`src/rtl/alarm_controller.sv`:
```
// Intrusion-alarm controller: away/stay arming, exit/entry delay timers,
// latched alarm cleared only by disarm, and a snapshot of the tripping zones.
module alarm_controller #(
    parameter int N_DOORS   = 2,
    parameter int N_WINDOWS = 3,
    parameter int EXIT_DLY  = 8,
    parameter int ENTRY_DLY = 8
) (
    input  logic                           clk,
    input  logic                           reset,
    input  logic                           arm_away,
    input  logic                           arm_stay,
    input  logic                           disarm,
    input  logic [N_DOORS-1:0]             doors,
    input  logic [N_WINDOWS-1:0]           windows,
    output logic                           alarm,
    output logic                           secure,
    output logic                           armed,
    output logic                           exit_pending,
    output logic                           entry_pending,
    output logic                           ready,
    output logic [N_WINDOWS+N_DOORS-1:0]   trip_zones,
    output logic [2:0]                     state
);

    localparam int MAX_DLY = (EXIT_DLY > ENTRY_DLY) ? EXIT_DLY : ENTRY_DLY;
    localparam int CW      = $clog2(MAX_DLY + 1);

    localparam logic [CW-1:0] EXIT_LOAD  = CW'(EXIT_DLY - 1);
    localparam logic [CW-1:0] ENTRY_LOAD = CW'(ENTRY_DLY - 1);

    localparam logic [2:0] S_DISARMED = 3'd0;
    localparam logic [2:0] S_EXIT     = 3'd1;
    localparam logic [2:0] S_AWAY     = 3'd2;
    localparam logic [2:0] S_STAY     = 3'd3;
    localparam logic [2:0] S_ENTRY    = 3'd4;
    localparam logic [2:0] S_ALARM    = 3'd5;

    logic [2:0]                   st, st_nxt;
    logic [CW-1:0]                cnt, cnt_nxt;
    logic [N_WINDOWS+N_DOORS-1:0] trip_nxt;
    logic                         any_win, any_door;

    assign any_win  = |windows;
    assign any_door = |doors;
    assign ready    = ~any_win & ~any_door;

    always_comb begin
        st_nxt   = st;
        cnt_nxt  = cnt;
        trip_nxt = trip_zones;
        if (disarm) begin
            st_nxt = S_DISARMED;
        end else begin
            case (st)
                S_DISARMED: begin
                    // arm_stay outranks arm_away even when it is rejected
                    if (arm_stay) begin
                        if (ready) begin
                            st_nxt   = S_STAY;
                            trip_nxt = '0;
                        end
                    end else if (arm_away) begin
                        st_nxt   = S_EXIT;
                        cnt_nxt  = EXIT_LOAD;
                        trip_nxt = '0;
                    end
                end
                S_EXIT: begin
                    if (cnt == '0) begin
                        if (any_win) begin
                            st_nxt   = S_ALARM;
                            trip_nxt = {windows, doors};
                        end else if (any_door) begin
                            st_nxt  = S_ENTRY;
                            cnt_nxt = ENTRY_LOAD;
                        end else begin
                            st_nxt = S_AWAY;
                        end
                    end else begin
                        cnt_nxt = cnt - 1'b1;
                    end
                end
                S_AWAY: begin
                    if (any_win) begin
                        st_nxt   = S_ALARM;
                        trip_nxt = {windows, doors};
                    end else if (any_door) begin
                        st_nxt  = S_ENTRY;
                        cnt_nxt = ENTRY_LOAD;
                    end
                end
                S_STAY: begin
                    if (any_win || any_door) begin
                        st_nxt   = S_ALARM;
                        trip_nxt = {windows, doors};
                    end
                end
                S_ENTRY: begin
                    if (any_win || cnt == '0) begin
                        st_nxt   = S_ALARM;
                        trip_nxt = {windows, doors};
                    end else begin
                        cnt_nxt = cnt - 1'b1;
                    end
                end
                S_ALARM: st_nxt = S_ALARM;
                default: begin
                    st_nxt  = S_DISARMED;
                    cnt_nxt = '0;
                end
            endcase
        end
    end

    // Status outputs are decoded from the next state so they change on the same edge as state.
    always_ff @(posedge clk) begin
        if (reset) begin
            st            <= S_DISARMED;
            state         <= S_DISARMED;
            cnt           <= '0;
            trip_zones    <= '0;
            alarm         <= 1'b0;
            secure        <= 1'b1;
            armed         <= 1'b0;
            exit_pending  <= 1'b0;
            entry_pending <= 1'b0;
        end else begin
            st            <= st_nxt;
            state         <= st_nxt;
            cnt           <= cnt_nxt;
            trip_zones    <= trip_nxt;
            alarm         <= (st_nxt == S_ALARM);
            secure        <= ~((st_nxt == S_ENTRY) || (st_nxt == S_ALARM));
            armed         <= (st_nxt == S_AWAY) || (st_nxt == S_STAY) || (st_nxt == S_ENTRY);
            exit_pending  <= (st_nxt == S_EXIT);
            entry_pending <= (st_nxt == S_ENTRY);
        end
    end

endmodule

```
`config.mk`:
```
export PLATFORM = sky130hd
export DESIGN_NAME = alarm_controller
export DESIGN_NICKNAME = d
export VERILOG_FILES = /design/src/rtl/alarm_controller.sv
export SDC_FILE = /design/constraint.sdc
export NUM_CORES = 1
export LEC_CHECK = 0
export ABC_AREA = 1
export BUFFER_PORTS_ARGS = -buffer_cell sky130_fd_sc_hd__buf_4
export CAP_MARGIN = 40
export CELL_PAD_IN_SITES_DETAIL_PLACEMENT = 2
export CELL_PAD_IN_SITES_GLOBAL_PLACEMENT = 2
export CORE_ASPECT_RATIO = 0.75
export CORE_UTILIZATION = 29
export CTS_BUF_LIST = sky130_fd_sc_hd__clkbuf_8
export CTS_CLUSTER_DIAMETER = 100
export DETAILED_ROUTE_END_ITERATION = 12
export HOLD_SLACK_MARGIN = 0.12
export PLACE_DENSITY_LB_ADDON = 0.1
export SYNTH_ARGS = -nofsm -noshare
export SYNTH_HDL_FRONTEND = slang
export SYNTH_SLANG_ARGS = --single-unit
```
`constraint.sdc`:
```
create_clock -name clk -period 2 [get_ports clk]
set_input_delay 0.4 -clock clk [delete_from_list [all_inputs] [get_ports clk]]
set_output_delay 0.4 -clock clk [all_outputs]
set_load 0.02 [all_outputs]
```
# --- Word level (Yosys, flattened, before mapping) ---
# Cells that the tools add are included.
totals:
  in_bits: 10
  romBits: 0
  ram_bits: 0
  elab_cells: 73
  output_inout_bits: 14
  mem_count: 0
  ff_bits: 17
  latch_bits: 0
classes:
  n_mul: 0
  reduce_logical: 13
  div_mod_pow: 0
  n_bitwise: 6
  add_sub_neg: 1
  order_cmp: 0
  eq_ne: 18
  muxes: 27
  n_shift: 0
op_table:
  columns: ["operator", "n"]
  rows:
  - ["$mux W5", 7]
  - ["$mux W3", 11]
  - ["$pmux W5 S5", 1]
  - ["$mux W4", 6]
  - ["$pmux W4 S5", 1]
  - ["$pmux W3 S6", 1]
  - ["$eq A3 B2 Y1 const B", 4]
  - ["$eq A3 B3 Y1 const B", 4]
  - ["$ne A2 B2 Y1 const B", 6]
  - ["$reduce_and A7 Y1", 1]
  - ["$eq A3 B1 Y1 const B", 2]
  - ["$ne A3 B3 Y1 const B", 2]
  - ["$logic_or A1 B1 Y1", 5]
  - ["$not A1 Y1", 5]
  - ["$reduce_and A5 Y1", 1]
  - ["$reduce_bool A5 Y1", 1]
  - ["$logic_not A4 Y1", 1]
  - ["$reduce_or A2 Y1", 2]
  - ["$sub A4 B1 Y4 const B", 1]
  - ["$logic_not A3 Y1", 1]
  - ["$reduce_or A3 Y1", 1]
  - ["$and A1 B1 Y1", 1]

# --- Depth between registers and ports, before layout ---
# Gate-level depths: netlist of the first run.
depth:
  ltp_word: 10
  ltp_mapped: 11
  mapped_depth_nobuf: 11

# --- Worst setup path after synthesis of the first run ---
# No wires, ideal clock.
synth_timing:
  kind: "input -> register"
  from: "input port doors[0]"
  to: "register trip_zones[0]"
  setup_ns: 0.062
  required_time_ns: 1.938
  n_path_buf: 0
  setup_slack_ns: 0.494
  arrival_ns: 1.445
  stages: 8
  path_cell_list: "nor2_1 -> inv_2 -> nor2_4 -> nand2_1 -> a21oi_4 -> and2_4 -> nor2_2 -> nor2_2"
synth_via:
  elab_chain_cells: 5
  word_cells_on_any_way: 12
  cone_classes: "2 x eq/ne; 5 x mux; 2 x bitwise; 3 x reduce/logical"
synth_rtl:
  columns: ["item", "line", "text"]
  rows:
  - ["start: declaration", "14", "input logic [N_DOORS-1:0] doors,"]
  - ["$reduce_or A2 Y1", "45", "assign any_door = |doors;"]
  - ["$not A1 Y1", "46", "assign ready = ~any_win & ~any_door;"]
  - ["$and A1 B1 Y1", "46", null]
  - ["named net ready", "21", "output logic ready,"]
  - ["$ne A3 B3 Y1 (no line)", null, null]
  - ["$reduce_and A7 Y1 (no line)", null, null]
  - ["end signal: assignment", "132", "trip_zones <= trip_nxt;"]
  - ["end: declaration", "22", "output logic [N_WINDOWS+N_DOORS-1:0] trip_zones,"]
# The timed path passes the listed nets, and every way through them passes these cells. The select of a mux whose other input is x is not followed.
# A chain may end at the register's enable or synchronous reset.

# --- Final worst setup path of the first run ---
layout_timing:
  from: "register cnt[0]"
  to: "register cnt[1]"
layout_via:
  elab_chain_cells: 4
  word_cells_on_any_way: 8
  cone_classes: "1 x add/sub; 1 x eq/ne; 3 x mux; 3 x reduce/logical"
layout_rtl:
  columns: ["item", "line", "text"]
  rows:
  - ["start: declaration", "40", "logic [CW-1:0] cnt, cnt_nxt;"]
  - ["start signal: assignment", "131", "cnt <= cnt_nxt;"]
  - ["parallel branches: the longest is 4 deep, another holds $sub A4 B1 Y4", null, null]
# Parallel ways; which one is timed is not known. The select of a mux whose other input is x is not followed.

==> results of run 1 <==
==> path summary, 6_finish.rpt <==
kind            startpoint       endpoint  slack [ns]  cells after the start
max                 cnt[0]         cnt[1]        0.19                      9
min                  reset         cnt[2]        0.38                      2
max reg2reg         cnt[0]         cnt[1]        0.19                      9
min reg2reg  trip_zones[3]  trip_zones[3]        0.49                      2
==> power by group <==
part | switching [W] | total, W | internal [W]
sequential | 0.0000167 | 0.000373 | 0.000356
clock | 0.000113 | 0.000249 | 0.000136
combinational | 0.000125 | 0.000200 | 0.0000753
==> Yosys cell counts, types with 2 or more instances <==
cell,number,share of area [%]
o211ai_1,6,4.4
a21oi_1,7,3.4
inv_2,9,3.3
nand3_1,6,2.9
nor3_1,2,0.97
o21ai_0,5,2.4
inv_1,14,5.1
o21ai_1,2,0.97
nand3_2,2,1.9
nor2_2,15,9.1
nand2_2,2,1.2
nor2_1,11,4.0
dfxtp_1,17,33
nand2_1,49,18
==> per-stage QoR <==
| step | setup slack [ns] | cells |
|---|---|---|
| 6_report | 0.194 | 223 |
| 5_1_grt | 0.0244 | 223 |
| 4_1_cts | 0.171 | 223 |
| 3_5_place_dp | 0.187 | 219 |
| 3_3_place_gp | 0.269 | 219 |
| 2_1_floorplan | 0.494 | 157 |
==> sequential cells by signal, summed over array words and instances (netlist names) <==
signal         cells
trip_zones         5
alarm              1
cnt                4
exit_pending       1
entry_pending      1
secure             1
st                 3
armed              1
==> metal layers <==
layer  up-vias  global-route usage [%]
met1       524                    27.1
met3         6                    2.06
met2        19                    31.6
li1        545                       -
met5         -                       0
met4         0                    5.00
==> critical path: cells and delay by family, from the launching register on <==
kind | cells | cell delay, ns
buffers and inverters | 3 | 0.29
flip-flops | 1 | 0.39
AND/OR/NAND/NOR | 3 | 0.48
adder cells (fa/ha/maj) | 1 | 0.23
AO/OA/AOI/OAI | 2 | 0.32
==> cell type report <==
| type | count | area (um2) |
|---|---|---|
| Fill cell | 414 | 2040 |
| Multi-Input combinational cell | 116 | 597 |
| Sequential cell | 17 | 340 |
| Timing Repair Buffer | 23 | 173 |
| Inverter | 23 | 86.3 |
| Tap cell | 40 | 50.0 |
| Clock buffer | 3 | 41.3 |
| Clock inverter | 1 | 3.75 |
==> kinds of logic after synthesis <==
kind of cell | after synthesis
AO/OA/AOI/OAI | 23
XOR/XNOR | 1
adder cells (fa/ha/maj) | 1
buffers and inverters | 24
flip-flops | 17
AND/OR/NAND/NOR | 91
==> key figures, run 1 <==
Run status
  • Status: finished, final reports clean

Logic synthesis
  • Syn nets: 168
  • Post-Syn Area: 1030 um2
  • Post-Synth Simple-Gate Area: 41.6%
  • Asr flop ratio synth: 0%
  • Most used DFF post-synth: dfxtp_1
  • Post-synthesis compound-gate area fraction: 14.2%
  • Post-synthesis adder-cell area fraction: 1.21%
  • Syn avg cell area: 6.57 um2
  • Main combinational cell family by area after synthesis: simple AND/OR/NAND/NOR gates
  • Post-synth EDFFs: 0
  • Netlist cell types: 24
  • Post-Synth XOR/XNOR Area: 0.850%
  • Register area share after synthesis: 33.0%
  • Yosys warning count: 0
  • Cell count after synthesis: 157
  • Post-synthesis mux area share: 0%
  • Seq cells post-synth: 17

Route
  • Metal-1 WL: 1820 um
  • Met2 routed WL: 1470 um
  • Initial drt markers: 34
  • Via-to-Cell Ratio: 4.91
  • Metal3 WL: 78 um
  • 1st-pass router iterations: 4
  • Wire per inst: 15.3 um
  • Vias: 1094
  • Total wire length: 3410 um
  • DRC viols: 0
  • Highest metal used: met4
  • Detail Route Antenna Nets: 0

Floorplan
  • Die area: 3800 um2
  • I/O Pins: 24
  • Core area: 3330 um2
  • Die width: 70.9 um
  • Die H: 53.6 um
  • Placement row count: 18
  • Starting density of the core: 30.9%

Final layout
  • Area growth, synth to finish: 25.2%
  • ANT cells: 0
  • Most frequent cells in the layout: nand2_1, buf_4, dfxtp_1
  • Commonest non-fill, non-tap cell in the layout: nand2_1
  • Final Cell Area: 1290 um2
  • Final #Nets: 195
  • Fin util: 38.7%
  • Layout cells sized above 1: 32.2%

Clock network
  • Clock Tree Root: clkbuf_8
  • H-tree depth: 1
  • Clock sink total: 17
  • Clk_lat worst skew: 0.25 ns
  • Worst-path clk slew: 0.06 ns
  • CTS tree: done
  • Resized cells post-CTS: 0
  • Post-CTS Repair Setup Buffers: 0
  • Maximum clock path buffer count: 2
  • CTS Buf Count: 3
  • # hold bufs at CTS: 0

Timing
  • Slew margin rel.: 70.5%
  • Crit share post-route: 90.3%
  • RSZ-0062 raised after global routing: false
  • Final hold vios: 0
  • Worst clock skew: 0.00111 ns
  • Tightest Pin Transition: 0.442 ns
  • Final setup violation count: 0
  • Final min period: 1.81 ns
  • Hold Slack: 0.375 ns
  • Max Fclk: 554 MHz
  • Setup TNS: 0 ns
  • Slew Limit Fails: 0

Pwr
  • PwrDens: 636 nW/um2
  • Peak supply drop: 0.406 mV
  • Final Power: 0.000821 W
  • Total leakage power: 0.635 nW

GRT
  • Tot GR Track Use: 19.2%
  • First-pass GRT wire length: 5530 um
  • Pin count of the biggest net entering global routing: 11
  • Vias in the first global route: 1140
  • Total grt overflow: 0
  • Initial antenna violation count: 0

Critical path
  • Critical path arrival: 1.98 ns
  • Crit start category: register
  • Endpoint class of the critical path: register
  • Critical Path, Cell by Cell: inv_1 -> ha_1 -> nand2_1 -> inv_1 -> o21ai_1 -> nand4_1 -> inv_2 -> nand2_1 -> a21oi_1
  • Type of the worst setup path: reg2reg
  • Slowest stage delay, CP: 0.39 ns
  • Slowest CP cell: dfxtp_1
  • Critical Path RT: 2.17 ns
  • Crit-path max FO: 5

Flow run
  • Max Cap Violations: 0

Place
  • Port Buffers: 23
  • DPL Wire Length: 2890 um
  • Placed cell areas: 1250 um2
  • GP Congestion: 0.812

Worst hold path
  • Hold Path Class: in2reg
Power figures use the tool's default switching activity.
==> run 2, diff against run 1 <==
Settings changed: CORE_UTILIZATION 29 to 26.
Clock period 2 ns to 1.55 ns, I/O delays scaled along.
==> run 2 against run 1 <==
Against the previous run: global-route usage increased by 0.34 points; non-clock buffer count increased by 15; cell count increased by 12%; utilization increased by 2.4 points; maximum frequency increased by 21%; first-iteration DRC count increased by 79%; clock power increased by 32%; register-to-register slack got worse by 0.14 ns; largest cell class unchanged.
==> key figures, run 2 (synthesized netlist as in run 1, its figures left out) <==
Run status
  • Status: finished, final reports clean

Final layout
  • Register area: 349 um2 (+2.6%)
  • Commonest non-fill, non-tap cell in the layout: nand2_1
  • Final Cell Area: 1540 um2 (+19%)
  • Number of fill cells in the layout: 455 (+9.9%)
  • ANT cells: 0 (unchanged)
  • Max reg flops: 5 (unchanged)
  • Layout cells sized above 1: 50.5% (+18 points)
  • Area growth, synth to finish: 49.0%
  • Largest regs: trip_zones x5, cnt x4, st x3
  • Multi-input logic area: 691 um2 (+16%)
  • Final #Nets: 210 (+7.7%)
  • Most frequent cells in the layout: nand2_1, buf_4, nor2_2
  • Top reg by flops: trip_zones
  • Fin cells: 250 (+12%)

Critical path
  • Crit-path max FO: 5 (unchanged)
  • Most used cell, CP: inv_2
  • Type of the worst setup path: reg2reg
  • Worst Path Buf+Inv: 4 (+1)
  • Critical Path, Cell by Cell: inv_2 -> ha_4 -> nand2_4 -> inv_2 -> o21ai_2 -> nand4_1 -> buf_6 -> inv_4 -> nand2_2 -> a21oi_2
  • Critical path arrival: 1.68 ns (-0.30 ns)
  • Slowest stage delay, CP: 0.36 ns (-0.03 ns)
  • Endpoint class of the critical path: register
  • Crit start category: register
  • Slowest CP cell: dfxtp_2
  • Crit path max-delay family: flip-flops
  • Critical Path RT: 1.73 ns (-0.44 ns)

Place
  • Placed cell areas: 1360 um2 (+9.0%)
  • Port Buffers: 23 (unchanged)
  • Place WS: -0.216 ns (-0.403 ns)
  • Dpl cells: 244 (+11%)
  • DPL Wire Length: 3080 um (+6.8%)
  • GP Congestion: 0.825 (+1.5%)

GRT
  • Vias in the first global route: 1239 (+8.7%)
  • Initial antenna violation count: 0 (unchanged)
  • Tot GR Track Use: 19.5% (+0.34 points)
  • First-pass GRT wire length: 6210 um (+12%)
  • Total grt overflow: 0 (unchanged)
  • Pin count of the biggest net entering global routing: 10 (-1)

Timing
  • Hold Slack: 0.284 ns (-0.0911 ns)
  • RSZ-0062 raised after global routing: true
  • Post-layout worst setup margin: 0.0516 ns (-0.142 ns)
  • Final setup violation count: 0 (unchanged)
  • Slew margin rel.: 72.4% (+2.0 points)
  • Max Fclk: 667 MHz (+21%)
  • Tightest Pin Transition: 0.412 ns (-0.0307 ns)
  • Worst clock skew: 0.00139 ns (+0.000285 ns)
  • Slew Limit Fails: 0 (unchanged)
  • Final min period: 1.50 ns (-0.308 ns)
  • Final hold vios: 0 (unchanged)
  • Crit share post-route: 96.7% (+6.4 points)

Pwr
  • Total leakage power: 0.741 nW (+17%)
  • Peak supply drop: 0.387 mV (-4.7%)
  • PwrDens: 751 nW/um2 (+18%)

Route
  • Detail Route Antenna Nets: 0 (unchanged)
  • Via-to-Cell Ratio: 4.60 (-6.2%)
  • Wire per inst: 15.5 um (+1.2%)
  • DRC viols: 0 (unchanged)
  • Total wire length: 3870 um (+13%)
  • Vias: 1151 (+5.2%)
  • 1st-pass router iterations: 4 (unchanged)
  • Initial drt markers: 61 (+79%)

Clock network
  • Clock Tree Root: clkbuf_8
  • CTS Buf Count: 3 (unchanged)
  • Clk_lat worst skew: 0.25 ns (about the same)
  • # hold bufs at CTS: 0 (unchanged)
  • Maximum clock path buffer count: 2 (unchanged)
  • Clock sink total: 17 (unchanged)
  • H-tree depth: 1 (unchanged)
  • CTS tree: done
  • Worst-path clk slew: 0.07 ns (about the same)

Floorplan
  • Core area: 3730 um2 (+12%)
  • Starting density of the core: 27.6% (-3.3 points)
  • Placement row count: 19 (+1)
  • Die H: 56.5 um (+5.4%)
  • Die width: 74.7 um (+5.4%)
  • I/O Pins: 24 (unchanged)
  • Die area: 4220 um2 (+11%)

Worst hold path
  • Hold Path Class: in2reg

Flow run
  • Max Cap Violations: 0 (unchanged)
## run 2: changes by cell type in the layout (fill, tap and decap cells not counted), moves of 3 or more
| cell | before | now |
|---|---|---|
| buf_4 | 23 | 36 |
| nand2_1 | 49 | 41 |
| nand2_2 | 2 | 8 |
| dfxtp_1 | 17 | 12 |
| dfxtp_2 | 0 | 4 |
| inv_1 | 15 | 11 |
| nor2_1 | 11 | 8 |
| nor2_4 | 1 | 4 |
## run 2: what timing repair did
action	CTS	global route
gates resized for setup	7	33
endpoints found under the setup margin	10	16
pin swaps	0	11
setup buffers	0	2
cloned	0	0
## run 2: where the power goes
group	leakage, nW	switching [W]	internal [W]	total [W]
sequential	0.141	0.0000171	0.000459	0.000476
combinational	0.573	0.000204	0.000145	0.000349
clock	0.0269	0.000153	0.000176	0.000329
total	0.741	0.000375	0.000780	0.00115
## run 2: worst register-to-register path, cell delays in order, from the launching register on
cell     delay, ns
dfxtp_2       0.36
inv_2         0.06
ha_4          0.16
nand2_4       0.07
inv_2         0.05
o21ai_2       0.15
nand4_1       0.12
buf_6         0.16
inv_4         0.07
nand2_2       0.06
a21oi_2       0.15
## run 2: final cells by class
| type | instances | share of cell area [%] |
|---|---|---|
| flip-flops and latches | 17 | 22.7 |
| repair buffers | 38 | 19.1 |
| clock inverters | 1 | 0.244 |
| multi-input cells | 116 | 45.0 |
| well taps | 52 | 4.23 |
| clock buffers | 3 | 2.69 |
| inverters | 23 | 6.11 |
## run 2: path summary, 6_finish.rpt
path	start	to	slack, ns	depth (start not counted)
hold reg to reg	trip_zones[2]	trip_zones[2]	0.48	2
setup reg to reg	cnt[1]	cnt[0]	0.05	10
setup / recovery	cnt[1]	cnt[0]	0.05	10
hold / removal	reset	cnt[3]	0.28	2
## run 2: stage by stage
stage                     setup TNS, ns  util, %  power, W
after floorplan                       0        -  0.000654
after global placement           -0.402     36.4  0.000770
after detailed placement          -1.48     36.4  0.000785
after CTS                      -0.00104     38.3   0.00113
after global routing             -0.192     41.2   0.00121
final                                 0     41.2   0.00115
## run 2: layer usage
| metal | track usage [%] | up-vias | part of all wire, % |
|---|---|---|---|
| met5 | 0 | - | 0 |
| met1 | 29.6 | 549 | 52 |
| li1 | - | 579 | - |
| met2 | 29.0 | 19 | 45 |
| met3 | 1.80 | 4 | 2.3 |
| met4 | 5.66 | 0 | 0.91 |
